===== src/rtl/cti8_pkg.sv =====
`default_nettype none
// ============================================================================
//  Module      : cti8_pkg
//  Description : Shared constants, dump-state encoding and one-hot classifier
//                for the CTI-8 register file.
//  Revision    : 1.0 - initial release
// ============================================================================
package cti8_pkg;

    localparam int CTI8_DATA_WIDTH = 8;
    localparam int CTI8_ADDR_WIDTH = 4;
    localparam int CTI8_NUM_REGS   = 2 ** CTI8_ADDR_WIDTH;

    typedef enum logic [1:0] {
        DUMP_IDLE    = 2'd0,
        DUMP_LOAD    = 2'd1,
        DUMP_PRESENT = 2'd2
    } dump_state_t;

    typedef enum logic [1:0] {
        OH_ZERO  = 2'd0,
        OH_ONE   = 2'd1,
        OH_MULTI = 2'd2
    } onehot_kind_t;

    // v & (v-1) clears the lowest set bit; anything left means >1 bit was set.
    function automatic onehot_kind_t onehot_check(input logic [31:0] vec);
        if (vec == 32'd0) begin
            return OH_ZERO;
        end
        if ((vec & (vec - 32'd1)) != 32'd0) begin
            return OH_MULTI;
        end
        return OH_ONE;
    endfunction

endpackage
`default_nettype wire


===== src/rtl/onehot_to_index.sv =====
`default_nettype none
// ============================================================================
//  Module      : onehot_to_index
//  Description : Converts a write-enable vector into {index, legal, multi}.
//  Revision    : 1.0 - initial release
// ============================================================================
module onehot_to_index
    import cti8_pkg::*;
#(
    parameter int ADDR_WIDTH = CTI8_ADDR_WIDTH  // up to 5 (classifier is 32 bits)
) (
    input  logic [2**ADDR_WIDTH-1:0] vec_i,
    output logic [ADDR_WIDTH-1:0]    index_o,
    output logic                     legal_o,
    output logic                     multi_o
);

    localparam int NUM = 2 ** ADDR_WIDTH;

    onehot_kind_t          w_kind;
    logic [ADDR_WIDTH-1:0] w_index;

    assign w_kind = onehot_check(32'(vec_i));

    // OR of set-bit positions; exact whenever the vector is one-hot.
    always_comb begin
        w_index = '0;
        for (int i = 0; i < NUM; i++) begin
            if (vec_i[i]) begin
                w_index = w_index | ADDR_WIDTH'(i);
            end
        end
    end

    assign index_o = w_index;
    assign legal_o = (w_kind == OH_ONE);
    assign multi_o = (w_kind == OH_MULTI);

endmodule
`default_nettype wire


===== src/rtl/register_read_unit.sv =====
`default_nettype none
// ============================================================================
//  Module      : register_read_unit
//  Description : CTI-8 register storage with two bypassed read ports and a
//                valid/ready register dump sequencer.
//  Revision    : 1.0 - initial release
// ============================================================================
module register_read_unit
    import cti8_pkg::*;
#(
    parameter int DATA_WIDTH = CTI8_DATA_WIDTH,
    parameter int ADDR_WIDTH = CTI8_ADDR_WIDTH
) (
    input  logic                     clk,
    input  logic                     rst,
    input  logic [2**ADDR_WIDTH-1:0] wr,
    input  logic [DATA_WIDTH-1:0]    wrData,
    input  logic [ADDR_WIDTH-1:0]    rdSelA,
    input  logic [ADDR_WIDTH-1:0]    rdSelB,
    output logic [DATA_WIDTH-1:0]    rdA,
    output logic [DATA_WIDTH-1:0]    rdB,
    output logic                     wrError,
    input  logic                     dumpStart,
    output logic                     dumpBusy,
    output logic                     dumpValid,
    input  logic                     dumpReady,
    output logic [ADDR_WIDTH-1:0]    dumpIndex,
    output logic [DATA_WIDTH-1:0]    dumpData
);

    localparam int NUM_REGS = 2 ** ADDR_WIDTH;
    localparam logic [ADDR_WIDTH-1:0] LAST_INDEX = ADDR_WIDTH'(NUM_REGS - 1);

    logic [DATA_WIDTH-1:0] regs_q [NUM_REGS];
    logic [DATA_WIDTH-1:0] rdA_q;
    logic [DATA_WIDTH-1:0] rdB_q;
    logic                  wrError_q;

    dump_state_t           state_q, state_d;
    logic [ADDR_WIDTH-1:0] dumpIndex_q, dumpIndex_d;
    logic [DATA_WIDTH-1:0] dumpData_q, dumpData_d;

    logic [ADDR_WIDTH-1:0] w_wr_index;
    logic                  w_wr_legal;
    logic                  w_wr_multi;

    onehot_to_index #(
        .ADDR_WIDTH (ADDR_WIDTH)
    ) u_wr_decode (
        .vec_i   (wr),
        .index_o (w_wr_index),
        .legal_o (w_wr_legal),
        .multi_o (w_wr_multi)
    );

    // Storage: only a legal one-hot write updates a register.
    always_ff @(posedge clk) begin
        if (rst) begin
            for (int i = 0; i < NUM_REGS; i++) begin
                regs_q[i] <= '0;
            end
        end else if (w_wr_legal) begin
            regs_q[w_wr_index] <= wrData;
        end
    end

    // Read ports forward same-cycle legal write data.
    always_ff @(posedge clk) begin
        if (rst) begin
            rdA_q     <= '0;
            rdB_q     <= '0;
            wrError_q <= 1'b0;
        end else begin
            rdA_q     <= (w_wr_legal && (w_wr_index == rdSelA)) ? wrData : regs_q[rdSelA];
            rdB_q     <= (w_wr_legal && (w_wr_index == rdSelB)) ? wrData : regs_q[rdSelB];
            wrError_q <= w_wr_multi;
        end
    end

    always_ff @(posedge clk) begin
        if (rst) begin
            state_q     <= DUMP_IDLE;
            dumpIndex_q <= '0;
            dumpData_q  <= '0;
        end else begin
            state_q     <= state_d;
            dumpIndex_q <= dumpIndex_d;
            dumpData_q  <= dumpData_d;
        end
    end

    always_comb begin
        state_d     = state_q;
        dumpIndex_d = dumpIndex_q;
        dumpData_d  = dumpData_q;
        case (state_q)
            DUMP_IDLE: begin
                if (dumpStart) begin
                    dumpIndex_d = '0;
                    state_d     = DUMP_LOAD;
                end
            end
            DUMP_LOAD: begin
                dumpData_d = (w_wr_legal && (w_wr_index == dumpIndex_q)) ? wrData
                                                                         : regs_q[dumpIndex_q];
                state_d    = DUMP_PRESENT;
            end
            DUMP_PRESENT: begin
                // Beat is frozen until accepted; later writes are not reflected.
                if (dumpReady) begin
                    if (dumpIndex_q == LAST_INDEX) begin
                        state_d = DUMP_IDLE;
                    end else begin
                        dumpIndex_d = dumpIndex_q + 1'b1;
                        state_d     = DUMP_LOAD;
                    end
                end
            end
            default: begin
                state_d = DUMP_IDLE;
            end
        endcase
    end

    assign rdA       = rdA_q;
    assign rdB       = rdB_q;
    assign wrError   = wrError_q;
    assign dumpBusy  = (state_q != DUMP_IDLE);
    assign dumpValid = (state_q == DUMP_PRESENT);
    assign dumpIndex = dumpIndex_q;
    assign dumpData  = dumpData_q;

endmodule
`default_nettype wire


===== config.mk =====
export PLATFORM = sky130hd
export DESIGN_NAME = register_read_unit
export DESIGN_NICKNAME = d
export VERILOG_FILES = /design/src/rtl/cti8_pkg.sv /design/src/rtl/onehot_to_index.sv /design/src/rtl/register_read_unit.sv
export SDC_FILE = /design/constraint.sdc
export NUM_CORES = 1
export LEC_CHECK = 0
export CAP_MARGIN = 25
export CORE_UTILIZATION = 40
export DETAILED_ROUTE_END_ITERATION = 10
export PLACE_DENSITY_LB_ADDON = 0.15
export SYNTH_ARGS = -nofsm -noshare
export SYNTH_HDL_FRONTEND = slang
export SYNTH_SLANG_ARGS = --single-unit

===== constraint.sdc =====
create_clock -name clk -period 9.1 [get_ports clk]
set_input_delay 1.82 -clock clk [delete_from_list [all_inputs] [get_ports clk]]
set_output_delay 1.82 -clock clk [all_outputs]
set_load 0.1 [all_outputs]

==> results of run 1 <==
==> how the worst max path moves through the flow <==
stage                from       endpoint  slack, ps  cells after the start
global route        wr[8]  regs_q[14][1]       3350                      7
finish              wr[9]  regs_q[11][4]       3570                      7
detailed placement  wr[8]   regs_q[9][1]       3140                      7
floorplan           wr[0]   regs_q[9][0]       4370                      8
global placement    wr[4]   regs_q[2][3]       3290                      7
CTS                 wr[4]   regs_q[9][1]       3460                      7
==> flip-flops by register name, summed over array words and instances (netlist names) <==
register and cells:
dumpIndex 4, rdA 8, regs_q 128, rdB 8, state_q 2, wrError 1, dumpData 8
==> critical path: stages <==
cell and delay [ps]:
clkdlybuf4s50_1 510, or4_1 630, or4_1 500, a222oi_1 290, a21boi_1 280, nand2_1 510, o21ai_0 1030
==> metal layers <==
| layer | track usage [%] | vias to the layer above |
|---|---|---|
| met5 | 0 | - |
| met4 | 14.5 | 0 |
| met3 | 4.57 | 69 |
| met2 | 42.7 | 444 |
| met1 | 36.2 | 3416 |
| li1 | - | 2749 |
==> cells in the mapped netlist, types with 3 or more instances <==
master    count  area, um^2
nor2_1      143         537
edfxtp_1    128        3840
mux4_2      120        2700
nand2_1      60         225
dfxtp_1      31         621
clkbuf_1     29         109
o21ai_0      19        95.1
mux2i_1      16         160
a21oi_1      15        75.1
buf_1        11        41.3
buf_2        11        55.1
nor4_1       11        68.8
and3_1       10        62.6
a221o_1       8        80.1
xnor2_1       8        70.1
nand3_1       7        35.0
nor3_1        7        35.0
xor2_1        6        52.6
nand2b_1      4        25.0
or2_2         3        18.8
or4_1         3        22.5
==> final cells by class <==
class,instances,area share [%]
Timing Repair Buffer,84,7.18
Tap cell,285,3.35
Clock inverter,13,1.53
Multi-Input combinational cell,462,41.9
Inverter,2,0.0704
Sequential cell,159,41.9
Clock buffer,18,4.03
==> stage by stage <==
step	area [um^2]	hold WS [ps]
2_1_floorplan	9200	616
3_3_place_gp	10000	488
3_5_place_dp	10000	487
4_1_cts	10600	503
5_1_grt	10700	542
6_report	10700	501
==> power groups by stage <==
stage	sequential (mW)	clock (mW)	combinational (mW)
6_report	0.866	0.738	0.332
5_1_grt	0.868	0.767	0.345
4_1_cts	0.864	0.738	0.329
3_5_place_dp	0.879	0	0.328
3_3_place_gp	0.878	0	0.326
2_1_floorplan	0.932	0	0.163
==> cells by family (layout without fill, tap and decap cells) <==
| logic type | Yosys count | after routing |
|---|---|---|
| simple gates | 260 | 260 |
| fa+ha+maj | 1 | 1 |
| xor+xnor | 14 | 14 |
| compound gates | 51 | 51 |
| flops | 159 | 159 |
| mux | 136 | 136 |
| buf+inv | 56 | 117 |
==> flow_metrics.env, run 1 <==
export IMPL_synthMuxAreaShare_pct=31.1
export IMPL_crit_type="in -> reg"
export IMPL_synth_compound_area_share_pct=3.55
export IMPL_initial_core_util_pct=40.8
export IMPL_synth_fa_ha_area_share_pct=0.136
export IMPL_area_delta_synth_final_pct=15.9
export IMPL_first_iter_violations=747
export IMPL_holdPathEnd="dumpData[7]"
export IMPL_netlist_area_um2=9200
export IMPL_pre_cts_ws_ps=3140
export IMPL_ctsHtreeMaxLevel=4
export IMPL_min_delay_start="dumpData[7]"
export IMPL_cts_resized=0
export IMPL_yosysUniqueCellTypes=41
export IMPL_dpl_hpwl_um=22300
export IMPL_postCtsSetupBuffers=0
export IMPL_antenna_found_initial=0
export IMPL_synth_top_family_by_area="multiplexers"
export IMPL_wl_met2_um=14500
export IMPL_die_h_um=154
export IMPL_num_rows=55
export IMPL_hold_viol_final=0
export IMPL_p_seq_share_pct=44.7
export IMPL_n_antenna_cell=0
export IMPL_fin_setup_tns_ps=0
export IMPL_drcViolationCount=0
export IMPL_p_leak_nw=3.38
export IMPL_seq_area_frac_synth_pct=48.5
export IMPL_syn_nets=714
export IMPL_core_area_um2=22600
export IMPL_synth_xor_area_share_pct=1.33
export IMPL_reg2reg_to="dumpData[3]"
export IMPL_multi_input_area_um2=4470
export IMPL_rsz0062_at_grt="false"
export IMPL_fin_crit_ps=5530
export IMPL_num_vias=6678
export IMPL_startpoint_type="primary input"
export IMPL_p_comb_share_pct=17.2
export IMPL_wl_met1_um=12000
export IMPL_drt_wl_total_um=30800
export IMPL_skew_ps=7.75
export IMPL_p_sw_uw=542
export IMPL_synth_avg_cell_area_um2=13.6
export IMPL_dp_cells=983
export IMPL_min_period_over_period_pct=60.8
export IMPL_ys_ff_latch=159
export IMPL_fmax_ghz=0.181
export IMPL_power_density_nw_per_um2=182
export IMPL_cts_buffers=17
export IMPL_syn_inst=677
export IMPL_drtAntennaViolNets=0
export IMPL_endpoint_kind="flop"
export IMPL_final_common_cell="nor2_1"
export IMPL_fin_total_pwr_mw=1.94
export IMPL_dr_wl_met3_um=2740
export IMPL_status="completed"
export IMPL_final_cell_mix="143 x nor2_1, 128 x edfxtp_1, 120 x mux4_2, 64 x clkdlybuf4s50_1, 60 x nand2_1"
export IMPL_maxSlewHeadroom_pct=25.0
export IMPL_drt_pass1_iterations=5
export IMPL_synth_flop_cell="edfxtp_1"
export IMPL_fin_cells=1023
export IMPL_setup_viol=0
export IMPL_final_setup_worst_slack_ps=3570
export IMPL_routedWlPerCell_um=30.1
export IMPL_final_util_pct=47.2
export IMPL_async_flop_share_pct=0
export IMPL_synth_edf_count=128
export IMPL_clock_root_buffer="clkbuf_16"
export IMPL_port_buffer_count=66
export IMPL_grt_pass1_vias=6578
export IMPL_reg2reg_from="dumpIndex[0]"
export IMPL_fillers=1972
export IMPL_cts_sinks=159
export IMPL_grt_max_degree=39
export IMPL_power_frac_clock_pct=38.1
export IMPL_rrSetupSlack_ps=6470
export IMPL_ff_latch_area_um2=4470
export IMPL_synth_simple_gate_area_share_pct=12.5
export IMPL_swShare_pct=28.0
export IMPL_drive_gt1_share_pct=24.5
export IMPL_track_usage_pct=27.1
export IMPL_cts_hold_buffers_added=0
export IMPL_ff2ff_path_depth=6
export IMPL_die_width_um=154
export IMPL_peakVddDrop_v=0.0000932
export IMPL_critPathRequiredTime_ps=9160
export IMPL_io_pins=67
export IMPL_vias_per_cell=6.53
export IMPL_final_max_slew_viol_count=0
export IMPL_dieArea_um2=23600
export IMPL_maxCapViolations=0
export IMPL_min_path_cells=1
export IMPL_path_clk_slew_ps=70
export IMPL_topRoutingLayerUsed="met4"
export IMPL_grt_pass1_wl_um=45100
export IMPL_internal_power_mw=1.39
export IMPL_worst_pin_slew_ps=1120
export IMPL_worst_endpoint_arrival_ps=5590
export IMPL_hold_path_class="reg -> reg"
export IMPL_gp_congestion=0.945
export IMPL_final_nets=763
export IMPL_worst_skew_pair_late_latency_ps=430
export IMPL_cts_tree="done"
export IMPL_path_max_fanout=15
export IMPL_clk_path_buf_depth=2
export IMPL_yosysWarnings=0
export IMPL_grt_overflow=0
Power figures use the tool's default switching activity.
==> run 2, diff against run 1 <==
- clock period: 9.1 -> 5.21 ns (I/O delays scaled with it)
==> run 2 against run 1 <==
  * Setup slack lost 2500 ps
  * Largest cell class unchanged
  * Combinational power rose by 80%
  * Hold slack worse by 8.9 ps
  * Clock power is 83% higher
  * Highest routed layer unchanged
  * Die area stayed put
==> flow_metrics.env, run 2 (synthesis gave the netlist of run 1 again) <==
export IMPL_status="completed"
export IMPL_cts_tree="done"
export IMPL_p_sw_uw=997
export IMPL_fin_area_um2=10900
export IMPL_final_max_slew_viol_count=0
export IMPL_startpoint_type="primary input"
export IMPL_drcViolationCount=0
export IMPL_die_width_um=154
export IMPL_cts_hold_buffers_added=0
export IMPL_reg2reg_from="dumpIndex[0]"
export IMPL_endpoint="regs_q[11][0]"
export IMPL_final_nets=782
export IMPL_peakVddDrop_v=0.000220
export IMPL_path_clk_slew_ps=70
export IMPL_postCtsSetupBuffers=0
export IMPL_p_leak_nw=3.50
export IMPL_initial_core_util_pct=40.8
export IMPL_power_frac_clock_pct=39.1
export IMPL_dpl_hpwl_um=22400
export IMPL_first_iter_violations=844
export IMPL_skew_ps=10.3
export IMPL_worst_pin_slew_ps=1030
export IMPL_routedWlPerCell_um=29.8
export IMPL_num_vias=6782
export IMPL_power_density_nw_per_um2=318
export IMPL_path_max_fanout=20
export IMPL_endpoint_kind="flop"
export IMPL_cp_cell_sequence="clkdlybuf4s50_1 > or4_1 > or4_1 > a222oi_1 > a21boi_1 > and2_4 > nand2_1 > nor2_1"
export IMPL_maxCapViolations=0
export IMPL_fmax_ghz=0.244
export IMPL_grt_overflow=0
export IMPL_io_pins=67
export IMPL_die_h_um=154
export IMPL_maxSlewHeadroom_pct=31.3
export IMPL_critPathRequiredTime_ps=5480
export IMPL_hold_viol_final=0
export IMPL_crit_buf_inv=1
export IMPL_setup_viol=0
export IMPL_worst_endpoint_arrival_ps=4370
export IMPL_crit_type="in -> reg"
export IMPL_fin_total_pwr_mw=3.46
export IMPL_p_seq_share_pct=43.6
export IMPL_cpPeakStageDelay_ps=640
export IMPL_crit_cells=8
export IMPL_cts_buffers=17
export IMPL_grt_pass1_wl_um=46000
export IMPL_gp_congestion=0.899
export IMPL_rsz0062_at_grt="false"
export IMPL_placed_area_um2=10300
export IMPL_drt_wl_total_um=31100
export IMPL_drive_gt1_share_pct=26.6
export IMPL_ff2ff_path_depth=6
export IMPL_cts_sinks=159
export IMPL_dieArea_um2=23600
export IMPL_final_cell_mix="143 x nor2_1, 128 x edfxtp_1, 120 x mux4_2, 64 x clkdlybuf4s50_1, 60 x nand2_1"
export IMPL_fin_setup_tns_ps=0
export IMPL_crit_start="wr[8]"
export IMPL_reg2reg_to="dumpData[7]"
export IMPL_swShare_pct=28.8
export IMPL_core_area_um2=22600
export IMPL_drtAntennaViolNets=0
export IMPL_fin_crit_ps=4100
export IMPL_crit_family="simple AND/OR/NAND/NOR gates"
export IMPL_grt_max_degree=38
export IMPL_clk_path_buf_depth=2
export IMPL_grt_pass1_vias=6793
export IMPL_clock_root_buffer="clkbuf_16"
export IMPL_min_period_over_period_pct=78.8
export IMPL_final_common_cell="nor2_1"
export IMPL_registers_top_by_ff_count="regs_q"
export IMPL_fillers=2008
export IMPL_internal_power_mw=2.46
export IMPL_num_rows=55
export IMPL_worst_skew_pair_late_latency_ps=440
export IMPL_port_buffer_count=66
export IMPL_vias_per_cell=6.50
export IMPL_critPathSlowestCell="or4_1"
export IMPL_cts_resized=0
export IMPL_hold_path_class="reg -> reg"
export IMPL_ctsHtreeMaxLevel=4
export IMPL_antenna_found_initial=0
export IMPL_largest_reg_flops=128
export IMPL_drt_pass1_iterations=5
export IMPL_track_usage_pct=27.6
export IMPL_n_antenna_cell=0
export IMPL_area_delta_synth_final_pct=18.2
export IMPL_cpMostUsedCell="or4_1"
export IMPL_rrSetupSlack_ps=2490
export IMPL_p_comb_share_pct=17.3
run 2: cell count changes in the layout (fill, tap and decap cells not counted), sizes merged:
cell | before | now
buf | 18 | 39
inv | 5 | 10
clkbuf | 20 | 17
clkinvlp | 2 | 0
clkinv | 5 | 4
run 2: area by class of cell:
cell class | count | area [um^2] | share of cell area (%)
inverters | 2 | 7.51 | 0.0691
multi-input cells | 462 | 4470 | 41.1
well taps | 285 | 357 | 3.28
repair buffers | 103 | 948 | 8.72
flip-flops and latches | 159 | 4470 | 41.1
clock inverters | 15 | 195 | 1.80
clock buffers | 17 | 425 | 3.91
run 2: through the flow:
step,hold slack (ps),std cells,setup slack [ps],utilization [%]
3_3_place_gp,486,1010,757,45.3
3_5_place_dp,481,1011,720,45.4
2_1_floorplan,616,677,1260,-
6_report,492,1043,1110,48.2
5_1_grt,535,1043,930,48.2
4_1_cts,497,1043,1160,48.2
run 2: worst register-to-register path, cell delays in order (launching register included):
cell and delay, ps:
dfxtp_2 410, buf_4 580, mux4_2 670, mux4_2 530
nand2_1 90, a21oi_1 50, a221o_1 290
run 2: power groups by stage:
stage | clock, mW | combinational, mW | sequential [mW]
after floorplan | 0 | 0.285 | 1.63
after global placement | 0 | 0.587 | 1.53
after detailed placement | 0 | 0.594 | 1.53
after CTS | 1.35 | 0.596 | 1.50
after global routing | 1.40 | 0.619 | 1.51
final | 1.35 | 0.599 | 1.51
run 2: layer usage:
metal  track usage (%)  share of wire, %
met1              37.1                40
met2              42.7                46
met3              6.14                10
met4              13.0               4.5
met5                 0                 0
run 2: worst min path at each step:
stage,from,end,cells past startpoint
final,dumpData[3],dumpData[3],1
after global routing,dumpData[3],dumpData[3],1
after CTS,dumpData[3],dumpData[3],1
after detailed placement,dumpData[3],dumpData[3],1
after global placement,dumpData[0],dumpData[0],1
after floorplan,state_q[0],dumpIndex[1],3
==> run 3, diff against run 2 <==
- clock period: 5.21 -> 3.7 ns (I/O delays scaled with it)
==> run 3 against run 2 <==
  * Total power rose by 40%
  * Routed wire length increased by 0.72%
  * Final cell count rose by 2.9%
  * Largest power group unchanged
  * Sequential cell count is the same
  * Setup slack got worse by 800 ps
  * Utilization increased by 1.6 points
  * Global-route usage rose by 0.23 points
  * Via count is 1.8% higher
  * Hold slack worse by 4.6 ps
  * Clock power up 38%
  * Register-to-register slack worse by 1400 ps
==> flow_metrics.env, run 3 (synthesis gave the netlist of run 1 again) <==
export IMPL_skew_ps=9.96
export IMPL_cpPeakStageDelay_ps=560
export IMPL_io_pins=67
export IMPL_critPathSlowestCell="or4_4"
export IMPL_grt_pass1_vias=6733
export IMPL_drt_wl_total_um=31400
export IMPL_final_max_slew_viol_count=0
export IMPL_final_setup_worst_slack_ps=303
export IMPL_worst_skew_pair_late_latency_ps=440
export IMPL_final_nets=812
export IMPL_status="completed"
export IMPL_endpoint_kind="flop"
export IMPL_p_leak_nw=3.71
export IMPL_maxSlewHeadroom_pct=34.4
export IMPL_cts_hold_buffers_added=0
export IMPL_crit_type="in -> reg"
export IMPL_clk_path_buf_depth=2
export IMPL_antenna_found_initial=0
export IMPL_routedWlPerCell_um=29.2
export IMPL_dp_cells=1041
export IMPL_gp_congestion=0.939
export IMPL_die_h_um=154
export IMPL_final_common_cell="nor2_1"
export IMPL_peakVddDrop_v=0.000281
export IMPL_largest_reg_flops=128
export IMPL_cts_buffers=17
export IMPL_postCtsSetupBuffers=0
export IMPL_ctsHtreeMaxLevel=4
export IMPL_port_buffer_count=66
export IMPL_fin_crit_ps=3400
export IMPL_startpoint_type="primary input"
export IMPL_critPathRequiredTime_ps=3850
export IMPL_first_iter_violations=905
export IMPL_dpl_hpwl_um=22900
export IMPL_power_density_nw_per_um2=431
export IMPL_rrSetupSlack_ps=1110
export IMPL_setup_viol=0
export IMPL_drcViolationCount=0
export IMPL_area_delta_synth_final_pct=22.1
export IMPL_maxCapViolations=0
export IMPL_grt_pass1_wl_um=46200
export IMPL_cp_cell_sequence="clkdlybuf4s50_1 > or4_4 > or4_1 > a222oi_1 > a21boi_1 > nand2_1 > buf_12 > o21ai_0 > buf_4"
export IMPL_worst_pin_slew_ps=981
export IMPL_hold_path_class="reg -> reg"
export IMPL_n_antenna_cell=0
export IMPL_vias_per_cell=6.43
export IMPL_registers_top_by_ff_count="regs_q"
export IMPL_fin_cells=1073
export IMPL_clock_root_buffer="clkbuf_16"
export IMPL_hold_viol_final=0
export IMPL_final_cell_mix="143 x nor2_1, 128 x edfxtp_1, 120 x mux4_2, 60 x nand2_1"
export IMPL_cts_sinks=159
export IMPL_core_area_um2=22600
export IMPL_crit_family="simple AND/OR/NAND/NOR gates"
export IMPL_dieArea_um2=23600
export IMPL_die_width_um=154
export IMPL_crit_buf_inv=3
export IMPL_grt_max_degree=34
export IMPL_worst_endpoint_arrival_ps=3550
export IMPL_min_period_over_period_pct=91.8
export IMPL_fmax_ghz=0.294
export IMPL_cts_tree="done"
export IMPL_initial_core_util_pct=40.8
export IMPL_rsz0062_at_grt="false"
export IMPL_grt_overflow=0
export IMPL_num_vias=6904
export IMPL_drtAntennaViolNets=0
export IMPL_fin_setup_tns_ps=0
export IMPL_num_rows=55
export IMPL_path_max_fanout=15
export IMPL_cts_resized=0
export IMPL_track_usage_pct=27.8
export IMPL_pre_cts_ws_ps=-118
export IMPL_drt_pass1_iterations=5
export IMPL_path_clk_slew_ps=70
export IMPL_drive_gt1_share_pct=30.1
==> run 3: area by class of cell <==
cell class	count	area, um^2
well taps	285	357
clock inverters	14	196
flip-flops and latches	159	4470
inverters	2	7.51
fillers	1967	11300
multi-input cells	462	4470
clock buffers	18	429
repair buffers	133	1300
==> run 3: layer usage <==
metal	part of all wire [%]	vias to the layer above	track usage, %
met5	0	-	0
met4	3.1	0	9.95
met3	9.9	65	5.05
met2	47	446	44.4
met1	40	3548	38.3
li1	-	2845	-
==> run 3: metrics by stage <==
stage	cell area (um^2)	hold slack, ps	util [%]	power [mW]
3_3_place_gp	10600	483	47.0	3.00
5_1_grt	11200	517	49.8	4.96
3_5_place_dp	10600	478	47.0	3.01
4_1_cts	11200	493	49.8	4.85
2_1_floorplan	9200	616	-	2.70
6_report	11200	487	49.8	4.84
==> run 3: power breakdown <==
group          switching, mW  total (mW)  internal (mW)
logic                  0.475       0.840          0.364
clock network          0.824        1.86           1.03
registers              0.111        2.14           2.03
total                   1.41        4.84           3.43
==> run 3: path summary, 6_finish.rpt <==
check                    start             to  cells past startpoint
setup / recovery         wr[4]  regs_q[15][3]                      9
hold / removal     dumpData[4]    dumpData[4]                      1
setup reg to reg  dumpIndex[0]    dumpData[4]                      6
hold reg to reg    dumpData[4]    dumpData[4]                      1
==> run 3: worst register-to-register path, cell delays in order, from the launching register on <==
cell and delay (ps):
dfxtp_2 640, buf_12 300, mux4_2 610, mux4_2 540, nand2_1 90, a21oi_1 50, a221o_1 250
==> patch (flow settings as in run 3) <==
Put one more register stage on the output `wrError`, cleared by the reset. The value now appears one clock later. The other outputs are not delayed to match.
--- a/src/rtl/register_read_unit.sv
+++ b/src/rtl/register_read_unit.sv
@@ -125,5 +125,11 @@
     assign rdA       = rdA_q;
     assign rdB       = rdB_q;
-    assign wrError   = wrError_q;
+    always_ff @(posedge clk) begin
+        if (rst) begin
+            wrError <= '0;
+        end else begin
+            wrError <= wrError_q;
+        end
+    end
     assign dumpBusy  = (state_q != DUMP_IDLE);
     assign dumpValid = (state_q == DUMP_PRESENT);
Function: changed (Yosys sat finds a counterexample within 4 cycles, from zero or initial values and one cycle with rst high).
==> patch against run 3 <==
Routed wire length is 0.21% higher; synthesized cell count is 3.1% higher; global-route usage decreased by 0.62 points; clock skew rose by 0.0019 ns; synthesized area grew 1.4%; sequential power barely moved; setup slack improved by 0.16 ns; final area is 2.2% higher; count of clock-buffer cells in the layout is 1 lower; sequential cell count rose by 1; total power fell by 0.90%; hold slack got worse by 0.044 ns; non-clock buffer count increased by 11; critical path type unchanged; largest cell class unchanged; largest power group unchanged.
==> patch: results (changes against run 3) <==
<table>
<tr><th>Metric</th><th>Value</th></tr>
<tr><th colspan="2">Critical path</th></tr>
<tr><td>Reg2reg start</td><td>dumpIndex[2]</td></tr>
<tr><td>R2R depth</td><td>7 (+1)</td></tr>
<tr><td>Flop2flop setup slack</td><td>1.21 ns (+0.10 ns)</td></tr>
<tr><td>Worst Path Max Fanout</td><td>10 (-5)</td></tr>
<tr><td>Arrival @ worst endpoint</td><td>3.59 ns (+0.04 ns)</td></tr>
<tr><th colspan="2">Logic synthesis</th></tr>
<tr><td>Share of the yosys chip area belonging to registers</td><td>48.1% (-0.44 points)</td></tr>
<tr><td>Top area cells in the synthesized netlist</td><td>edfxtp_1 (41%), mux4_2 (29%), dfxtp_1 (6.9%)</td></tr>
<tr><td>Net count of the mapped netlist</td><td>735 (+2.9%)</td></tr>
<tr><td>Most frequent cells after synthesis</td><td>nor2_1 (132), edfxtp_1 (128), mux4_2 (120), nand2_1 (45), clkbuf_1 (39)</td></tr>
<tr><th colspan="2">Placement</th></tr>
<tr><td>Global placement routability congestion</td><td>0.956 (+1.8%)</td></tr>
<tr><td>DPL Wire Length</td><td>22900 um (about the same)</td></tr>
<tr><td>Setup Slack @ Placement</td><td>0.0325 ns (+0.151 ns)</td></tr>
<tr><th colspan="2">Timing</th></tr>
<tr><td>Worst Hold Slack</td><td>0.443 ns (-0.0445 ns)</td></tr>
<tr><td>Worst clock skew on the final layout</td><td>0.0119 ns (+0.00192 ns)</td></tr>
<tr><th colspan="2">Hold path</th></tr>
<tr><td>Hold path startpoint</td><td>wrError_q</td></tr>
<tr><td>Destination of the worst hold path</td><td>wrError</td></tr>
<tr><th colspan="2">Route</th></tr>
<tr><td>Routed wirelength normalized by instance count</td><td>27.9 um (-4.5%)</td></tr>
<tr><td>Met2 Routed Length</td><td>14200 um (-3.6%)</td></tr>
<tr><td>M1 WL</td><td>12600 um (+0.20%)</td></tr>
<tr><td>Max layer used</td><td>met5</td></tr>
<tr><td>Detailed Route Iter0 Violations</td><td>726 (-20%)</td></tr>
<tr><th colspan="2">Final layout</th></tr>
<tr><td>Share of cells above drive strength 1</td><td>31.1% (+1.0 points)</td></tr>
<tr><td>NumNets Final</td><td>837 (+3.1%)</td></tr>
<tr><th colspan="2">GRT</th></tr>
<tr><td>Met3 global-route usage</td><td>6.81% (+1.8 points)</td></tr>
<tr><td>Initial antenna violation count</td><td>1 (+1)</td></tr>
<tr><th colspan="2">Outcome</th></tr>
<tr><td>Run status</td><td>finished, final reports clean</td></tr>
<tr><th colspan="2">Pwr</th></tr>
<tr><td>Worst vdd ir</td><td>269 uV (-4.0%)</td></tr>
</table>
[patch: cell types whose count changed after synthesis, moves of 6 or more]
cell,change
o21bai_1,+15
nor2_1,-11
a221o_1,-8
and2_1,+6
nand2_1,-15
o21ai_1,+22
nand4_1,+15
o21ai_0,-14
mux2i_1,-16
clkbuf_1,+10
o211ai_2,+8
[patch: kinds of logic (layout without fill, tap and decap cells)]
| logic type | after synthesis | count (layout) | synth area share, % |
|---|---|---|---|
| xor gates and xnor gates | 14 | 14 | 1.31 |
| adders and majority gates | 2 | 2 | 0.241 |
| DFF | 160 | 160 | 48.1 |
| muxes | 120 | 120 | 29.0 |
| buffers and inverters | 63 | 178 | 2.70 |
| and+or+nand+nor | 257 | 257 | 12.9 |
| AOI/OAI and AO/OA | 82 | 82 | 5.84 |
[patch: critical path: stages]
cell	delay, ns
clkdlybuf4s50_1	0.43
or4_4	0.57
nor4_2	0.25
o221ai_1	0.23
or4b_1	0.75
or2_0	0.27
buf_4	0.18
o211ai_2	0.16
[patch: worst max path at each step]
stage                       from           to  slack, ns  cells after the start
global placement           wr[4]  dumpData[0]       0.10                      8
CTS                        wr[4]  dumpData[1]       0.49                      8
finish                     wr[4]  dumpData[1]       0.46                      8
detailed placement         wr[4]  dumpData[2]       0.03                      8
floorplan           dumpIndex[0]  dumpData[0]       0.30                      7
global route               wr[4]  dumpData[5]       0.37                      8
[patch: final cells by class]
type                       instances  area [um^2]
fill                            1989        11300
clock inverter                    15          165
timing repair buffer             144         1400
sequential                       160         4490
multi-input combinational        475         4610
clock buffer                      17          425
inverter                           2         7.51
tap                              313          392
[patch: power by group]
group          total, mW  switching (mW)  internal [mW]
clock network       1.79           0.827          0.961
logic              0.867           0.493          0.374
registers           2.14          0.0985           2.04
